$ cat src/rtl/reg_file_onehot_wr_if.sv
// Write/read bus of the one-hot-write register file: write-back decoder
// drives the write side, ID-stage operand fetch uses the read side.
interface reg_file_onehot_wr_if #(
    parameter int N = 32,
    parameter int W = 32
);
    logic [N-1:0]         i_WE;
    logic [W-1:0]         i_D;
    logic [$clog2(N)-1:0] i_RA1;
    logic [$clog2(N)-1:0] i_RA2;
    logic [W-1:0]         o_RD1;
    logic [W-1:0]         o_RD2;
    logic                 o_MultiHot;
    logic [$clog2(N)-1:0] o_LastWrA;
    logic                 o_WrValid;

    modport master (
        output i_WE, i_D, i_RA1, i_RA2,
        input  o_RD1, o_RD2, o_MultiHot, o_LastWrA, o_WrValid
    );

    modport slave (
        input  i_WE, i_D, i_RA1, i_RA2,
        output o_RD1, o_RD2, o_MultiHot, o_LastWrA, o_WrValid
    );
endinterface

$ cat src/rtl/reg_file_onehot_wr.sv
// N x W register file with one-hot write enable, reg 0 hardwired to zero,
// sticky multi-hot error flag. Define REGFILE_BYPASS_EN for write-before-read bypass.
module reg_file_onehot_wr #(
    parameter int N = 32,
    parameter int W = 32
) (
    input logic                 i_CLK,
    input logic                 i_RST_N,
    reg_file_onehot_wr_if.slave bus
);
    localparam int AW = $clog2(N);
    localparam logic [N-1:0] ONE = {{(N-1){1'b0}}, 1'b1};

    logic [W-1:0]  regs_q [N];
    logic [W-1:0]  regs_d [N];
    logic          multi_hot_q, multi_hot_d;
    logic [AW-1:0] last_wr_a_q, last_wr_a_d;
    logic          wr_valid_q, wr_valid_d;

    logic          we_single;
    logic          we_multi;
    logic [AW-1:0] wr_idx;
    logic          wr_commit;

    function automatic logic [AW-1:0] encode(input logic [N-1:0] v);
        logic [AW-1:0] idx;
        idx = '0;
        for (int i = 0; i < N; i++) begin
            if (v[i]) idx = i[AW-1:0];
        end
        return idx;
    endfunction

    function automatic logic [W-1:0] read_port(input logic [AW-1:0] addr);
        logic [W-1:0] val;
        val = regs_q[addr];
`ifdef REGFILE_BYPASS_EN
        if (wr_commit && (wr_idx == addr)) val = bus.i_D;
`endif
        if (addr == '0) val = '0;
        return val;
    endfunction

    // Power-of-two test: exactly one bit set iff nonzero and v & (v-1) == 0.
    always_comb begin
        we_single = (bus.i_WE != '0) && ((bus.i_WE & (bus.i_WE - ONE)) == '0);
        we_multi  = (bus.i_WE != '0) && !we_single;
        wr_idx    = encode(bus.i_WE);
        wr_commit = we_single && (wr_idx != '0);
    end

    always_comb begin
        regs_d      = regs_q;
        multi_hot_d = multi_hot_q | we_multi;
        last_wr_a_d = last_wr_a_q;
        wr_valid_d  = wr_commit;
        if (wr_commit) begin
            regs_d[wr_idx] = bus.i_D;
            last_wr_a_d    = wr_idx;
        end
    end

    always_ff @(posedge i_CLK or negedge i_RST_N) begin
        if (!i_RST_N) begin
            for (int i = 0; i < N; i++) regs_q[i] <= '0;
            multi_hot_q <= 1'b0;
            last_wr_a_q <= '0;
            wr_valid_q  <= 1'b0;
        end else begin
            regs_q      <= regs_d;
            multi_hot_q <= multi_hot_d;
            last_wr_a_q <= last_wr_a_d;
            wr_valid_q  <= wr_valid_d;
        end
    end

    assign bus.o_RD1      = read_port(bus.i_RA1);
    assign bus.o_RD2      = read_port(bus.i_RA2);
    assign bus.o_MultiHot = multi_hot_q;
    assign bus.o_LastWrA  = last_wr_a_q;
    assign bus.o_WrValid  = wr_valid_q;
endmodule

$ cat src/flat_wrapper.sv
// flat-port wrapper written by rule: the top's interface ports become plain ports
module reg_file_onehot_wr_flat 
#(
    parameter int N = 32,
    parameter int W = 32
)
  (i_CLK, i_RST_N, bus_i_WE, bus_i_D, bus_i_RA1, bus_i_RA2, bus_o_RD1, bus_o_RD2, bus_o_MultiHot, bus_o_LastWrA, bus_o_WrValid);
  reg_file_onehot_wr_if #(.N(N), .W(W)) bus_i ();
  input logic i_CLK;
  input logic i_RST_N;
  input wire logic [$bits(bus_i.i_WE)-1:0] bus_i_WE;
  input wire logic [$bits(bus_i.i_D)-1:0] bus_i_D;
  input wire logic [$bits(bus_i.i_RA1)-1:0] bus_i_RA1;
  input wire logic [$bits(bus_i.i_RA2)-1:0] bus_i_RA2;
  output wire logic [$bits(bus_i.o_RD1)-1:0] bus_o_RD1;
  output wire logic [$bits(bus_i.o_RD2)-1:0] bus_o_RD2;
  output wire logic [$bits(bus_i.o_MultiHot)-1:0] bus_o_MultiHot;
  output wire logic [$bits(bus_i.o_LastWrA)-1:0] bus_o_LastWrA;
  output wire logic [$bits(bus_i.o_WrValid)-1:0] bus_o_WrValid;
  assign bus_i.i_WE = bus_i_WE;
  assign bus_i.i_D = bus_i_D;
  assign bus_i.i_RA1 = bus_i_RA1;
  assign bus_i.i_RA2 = bus_i_RA2;
  assign bus_o_RD1 = bus_i.o_RD1;
  assign bus_o_RD2 = bus_i.o_RD2;
  assign bus_o_MultiHot = bus_i.o_MultiHot;
  assign bus_o_LastWrA = bus_i.o_LastWrA;
  assign bus_o_WrValid = bus_i.o_WrValid;
  reg_file_onehot_wr #(.N(N), .W(W)) u_core (.i_CLK(i_CLK), .i_RST_N(i_RST_N), .bus(bus_i));
endmodule
$ cat config.mk
export PLATFORM = sky130hd
export DESIGN_NAME = reg_file_onehot_wr_flat
export DESIGN_NICKNAME = d
export VERILOG_FILES = /design/src/rtl/reg_file_onehot_wr_if.sv /design/src/rtl/reg_file_onehot_wr.sv /design/src/flat_wrapper.sv
export SDC_FILE = /design/constraint.sdc
export NUM_CORES = 2
export LEC_CHECK = 0
export ABC_CLOCK_PERIOD_IN_PS = 3900
export BUFFER_PORTS_ARGS = -buffer_cell sky130_fd_sc_hd__buf_2
export CAP_MARGIN = 30
export CORE_MARGIN = 1.5
export CORE_UTILIZATION = 50
export DETAILED_ROUTE_END_ITERATION = 6
export PLACE_DENSITY = 0.71
export SLEW_MARGIN = 20
export SYNTH_ARGS = -nofsm -noshare
export SYNTH_HDL_FRONTEND = slang
export SYNTH_SLANG_ARGS = --single-unit
$ cat constraint.sdc
create_clock -name i_CLK -period 3.9 [get_ports i_CLK]
set_input_delay 0.78 -clock i_CLK [delete_from_list [all_inputs] [get_ports i_CLK]]
set_output_delay 0.78 -clock i_CLK [all_outputs]
set_load 0.005 [all_outputs]
=== Word level (Yosys, flattened, before mapping) ===
Cells that the tools add are included.
W data, S select, Z words.

* Flip-flop bits (word level): 1031
* Input bits: 76
* Output and inout port bits: 71
* Word-level logic and storage cells: 97

* Add/sub/neg operators: 1
* Magnitude comparators: 4
* Mux-type cells: 42
* Bitwise logic cells: 5
* Reduce and logical (&&, ||, !) cells: 10

{| class="wikitable"
|+ Operator list
! kind !! count
|-
| $bwmux W1024 || 1
|-
| $bmux W32 S5 || 2
|-
| $mux W32 || 7
|-
| $demux W32 S5 || 1
|-
| $mux W5 || 30
|-
| $and A32 B32 Y32 || 1
|-
| $logic_not A32 Y1 || 1
|-
| $reduce_bool A32 Y1 || 1
|-
| $sub A32 B1 Y32 const B || 1
|-
| $ge A6 B6 Y1 const B || 3
|-
| $not A5 Y6 || 3
|-
| $logic_not A5 Y1 || 2
|-
| $lt A6 B1 Y1 const B || 1
|-
| $reduce_bool A5 Y1 || 1
|-
| $logic_and A1 B1 Y1 || 4
|-
| $logic_not A1 Y1 || 1
|-
| $mux W1 || 1
|-
| $or A1 B1 Y1 || 1
|}

=== Depth between registers and ports, before layout ===
* Word-level depth: 37
* Gate-level depth with buffers: 10
* Mapped depth without buffers: 7

=== Least setup slack after synthesis ===
Ideal clock, no wire load.

* Path kind: input -> output
* Start: in bus_i_RA1[0]
* End: out bus_o_RD1[8]
* Arrival time: 3.161 ns
* Required time: 3.120 ns
* Setup slack: -0.041 ns
* Stages: 7
* Buffers on the path: 3
* Cell sequence: clkbuf_1 clkbuf_1 buf_1 mux4_2 mux4_2 mux2i_1 nor2_1

* Word-level cells in the longest chain between the ends: 5
* Elaborated cells on any way between the ends: 6
* Classes of those cells: mux: 4; bitwise: 1; reduce/logical: 1

{| class="wikitable"
|+ Ends and longest elaborated chain
! what !! RTL line !! RTL
|-
| start: declaration || flat_wrapper.sv:13 || <nowiki>input wire logic [$bits(bus_i.i_RA1)-1:0] bus_i_RA1;</nowiki>
|-
| $not A5 Y6 (implied by the code) || reg_file_onehot_wr.sv:36 || <nowiki>val = regs_q[addr];</nowiki>
|-
| $bmux W32 S5 || reg_file_onehot_wr.sv:36 ||
|-
| $mux W32 (implied by the code) (2 in series) || reg_file_onehot_wr.sv:36 ||
|-
| $mux W32 * || reg_file_onehot_wr.sv:40 || <nowiki>if (addr == '0) val = '0;</nowiki>
|-
| end: declaration || flat_wrapper.sv:15 || <nowiki>output wire logic [$bits(bus_i.o_RD1)-1:0] bus_o_RD1;</nowiki>
|}

Mark *: on every way between the ends. The rest lies on a longest branch, timed or not. The select of a mux whose other input is x is not followed.

=== Worst setup path in the final report ===
* Start: in bus_i_RA2[0]
* End: out bus_o_RD2[9]

* Word-level cells in the longest chain between the ends: 5
* Elaborated cells on any way between the ends: 6
* Classes of those cells: mux: 4; bitwise: 1; reduce/logical: 1

{| class="wikitable"
|+ Ends and longest elaborated chain
! what !! RTL line !! RTL
|-
| start: declaration || flat_wrapper.sv:14 || <nowiki>input wire logic [$bits(bus_i.i_RA2)-1:0] bus_i_RA2;</nowiki>
|-
| $not A5 Y6 (implied by the code) || reg_file_onehot_wr.sv:36 ||
|-
| $bmux W32 S5 || reg_file_onehot_wr.sv:36 ||
|-
| $mux W32 (implied by the code) (2 in series) || reg_file_onehot_wr.sv:36 ||
|-
| $mux W32 * || reg_file_onehot_wr.sv:40 ||
|-
| end: declaration || flat_wrapper.sv:16 || <nowiki>output wire logic [$bits(bus_i.o_RD2)-1:0] bus_o_RD2;</nowiki>
|}

Marks and branches as above.

==> flow_summary.toml <==
[run_status]
status = "complete, no violations"

[logic_synthesis]
synth_flop_cell = "dfrtp_1"
synth_area_um2 = 54900
synth.most_common_cell = "dfrtp_1"
ys_warn_count = 0
ys_seq_elements = 1031
synth.top_cell.area_share = 0.470
syn_inst = 3364
syn_avg_cell_area_um2 = 16.3
synth_top_area_cell = "dfrtp_1"
yosysSeqAreaShare = 0.470
async_flop_share = 1.00
synth_cell_types = 56
netlist_top_cells_area = "dfrtp_1 47%, mux4_2 26%, mux2_1 14%"
syn_nets = 3440
synth-edff-count = 0
synthTopCellsByCount = "1031 x dfrtp_1, 670 x mux2_1, 640 x mux4_2, 325 x mux2_2, 259 x clkbuf_1"

[sta]
skew_ns = 0
timing_hold_violations_final = 0
max_freq_mhz = 262
rsz0062_at_grt = "no"
worst-slew-pin-transition_ns = 0.945
period_share = 0.980
setup_viol = 0
finalCriticalPeriod_ns = 3.82
max-slew-margin-rel = 0.365
drv_slew = 0

[routing]
postRouteAntennaNets = 0
via_per_inst = 6.90
met1Wirelength_um = 63500
finalWirelength_um = 161000
met3WireLength_um = 10900
met2WireLength_um = 79400
first_iter_violations = 3071
wl_per_cell_um = 32.4
drtPass1Iterations = 6
dr.max_layer_used = "met5"
drc = 0
num_vias = 34273

[pwr]
finalPower_uw = 23600
ir_drop_mv = 0.382
leakage_uw = 0.0302
cellPowerDensity_nw_per_um2 = 374

[setup_path]
worstPathRequired_ns = 3.12
max_stage_delay_ns = 0.53
arrival_ns = 3.04
critical_path_class = "primary input to primary output"
crit_path_start_kind = "primary input"
slowest_stage = "mux4_2"
end_kind = "primary output"
r2r-start = "u_core.regs_q[6]"
crit_path_frequent_cell = "mux4_2"
path_max_fanout = 18
crit_chain = "buf_8 -> buf_12 -> buf_4 -> mux4_2 -> mux4_2 -> mux2i_2 -> nor2_1 -> buf_2"
crit_start = "bus_i_RA2[0]"

[job]
cap_viol_max_count = 0

[floorplanning]
die_height_um = 334
die_x_um = 334
start_util = 0.505
pin_count = 147
row_count = 121
die_area_um2 = 112000
core_um2 = 109000

[worst_hold_path]
hold_class = "primary input to asynchronous set/reset pin"

[placement]
placed_cells = 4761
dp_hpwl_um = 98200
place_congestion = 0.865
io_buffers = 146

[clocking]
clock_sinks = 1031
cts_setup_buffers = 0
cts_buffers = 111
root_buffer = "clkbuf_16"
ctsHoldBuffers = 0
clk_pin_slew_ns = 0.06
ctsResizeCount = 0
cts_tree = "yes"
h-tree-depth = 3
clock_latency_ns = 0.68
clockBufferDepth = 3

[global_route]
grt_pass1_wl_um = 244000
grt_overflow = 0
antenna_found_initial = 5
gr-usage-all-layers = 0.294
grt_pass1_vias = 36900
grt_start_max_net_pins = 126

[layout]
layout-drive-gt1-share = 0.438
nets = 3536
fillers = 8004
layoutNonFillerInstCount = 4970
area_growth_pct = 14.8
==> flip-flops by register name, indices dropped and copies added (netlist names) <==
register / count
u_core.bus.o_MultiHot: 1
u_core.regs_q: 1024
u_core.bus.o_LastWrA: 5
u_core.bus.o_WrValid: 1
==> path summary, 6_finish.rpt <==
check | cells past startpoint | endpoint | slack, ns
max in group asynchronous | 2 | u_core.regs_q[91] | 2.67
worst min register to register | 0 | u_core.regs_q[993] | 0.40
min in group i_CLK | 0 | u_core.regs_q[993] | 0.40
worst max-delay path | 8 | bus_o_RD2[9] | 0.08
worst min-delay path | 1 | u_core.regs_q[265] | 0.05
worst max register to register | 1 | u_core.regs_q[6] | 3.02
==> final cells by class <==
cell class | count | area, um^2 | share of cell area
tap | 1414 | 1770 | 0.0281
clock inverter | 62 | 847 | 0.0134
antenna | 2 | 5.00 | 0.0000794
clock buffer | 145 | 3130 | 0.0496
timing repair buffer | 372 | 3730 | 0.0592
multi-input combinational | 1935 | 27700 | 0.440
inverter | 9 | 33.8 | 0.000536
sequential | 1031 | 25800 | 0.409
==> cell families after synthesis <==
family | synth area share
AND/OR/NAND/NOR | 0.0165
buffers and inverters | 0.0287
adder cells (fa/ha/maj) | 0.000182
multiplexers | 0.478
flip-flops | 0.470
AO/OA/AOI/OAI | 0.00676
==> per-stage QoR <==
| step | utilization | setup WS [ns] | setup TNS (ns) | hold slack [ns] | cell area (um^2) |
|---|---|---|---|---|---|
| final | 0.579 | 0.0793 | 0 | 0.0480 | 63000 |
| after detailed placement | 0.542 | -0.0683 | -4.53 | 0.384 | 59000 |
| after floorplan | - | 0.00378 | 0 | 0.441 | 54900 |
| after global routing | 0.579 | 0.00538 | 0 | 0.0765 | 63000 |
| after CTS | 0.579 | 0.0272 | 0 | 0.0437 | 63000 |
| after global placement | 0.542 | -0.137 | -9.56 | 0.377 | 59000 |
==> metal layers <==
layer,vias to the layer above,GRT usage
li1,13419,-
met1,18873,0.398
met2,1556,0.478
met3,423,0.0452
met4,2,0.122
met5,-,0
==> where the power goes <==
group          switching (uW)  internal, uW
clock network            4620          6800
registers          0.00000765         10700
logic                     940           502
==> layout by cell type (no fill, tap or decap), types with 3 or more instances in the layout <==
master	Yosys	final
a2111oi_0	4	4
a21oi_1	4	4
buf_12	0	97
buf_2	64	135
buf_4	0	132
buf_8	0	5
bufinv_16	0	17
clkbuf_1	259	15
clkbuf_16	0	114
clkbuf_8	0	16
clkinv_2	0	23
clkinv_4	0	7
clkinvlp_4	0	9
dfrtp_1	1031	1031
inv_1	8	8
inv_6	0	3
mux2_1	670	670
mux2_2	325	325
mux2i_1	65	63
mux4_2	640	640
nand2_1	14	14
nand2b_1	3	3
nand3_1	17	7
nand3_4	0	10
nand4_1	25	25
nor2_1	86	84
nor2b_1	3	3
nor3_1	8	8
nor4_1	6	6
nor4_2	5	5
o21ai_0	10	10
o21ai_1	3	3
or4_1	5	5
==> critical path: cells and delay by family <==
family	cells	cell delay, ns
muxes	3	1.30
buffers and inverters	4	0.86
and+or+nand+nor	1	0.07
Note: power is estimated with default switching activity, not from simulation.
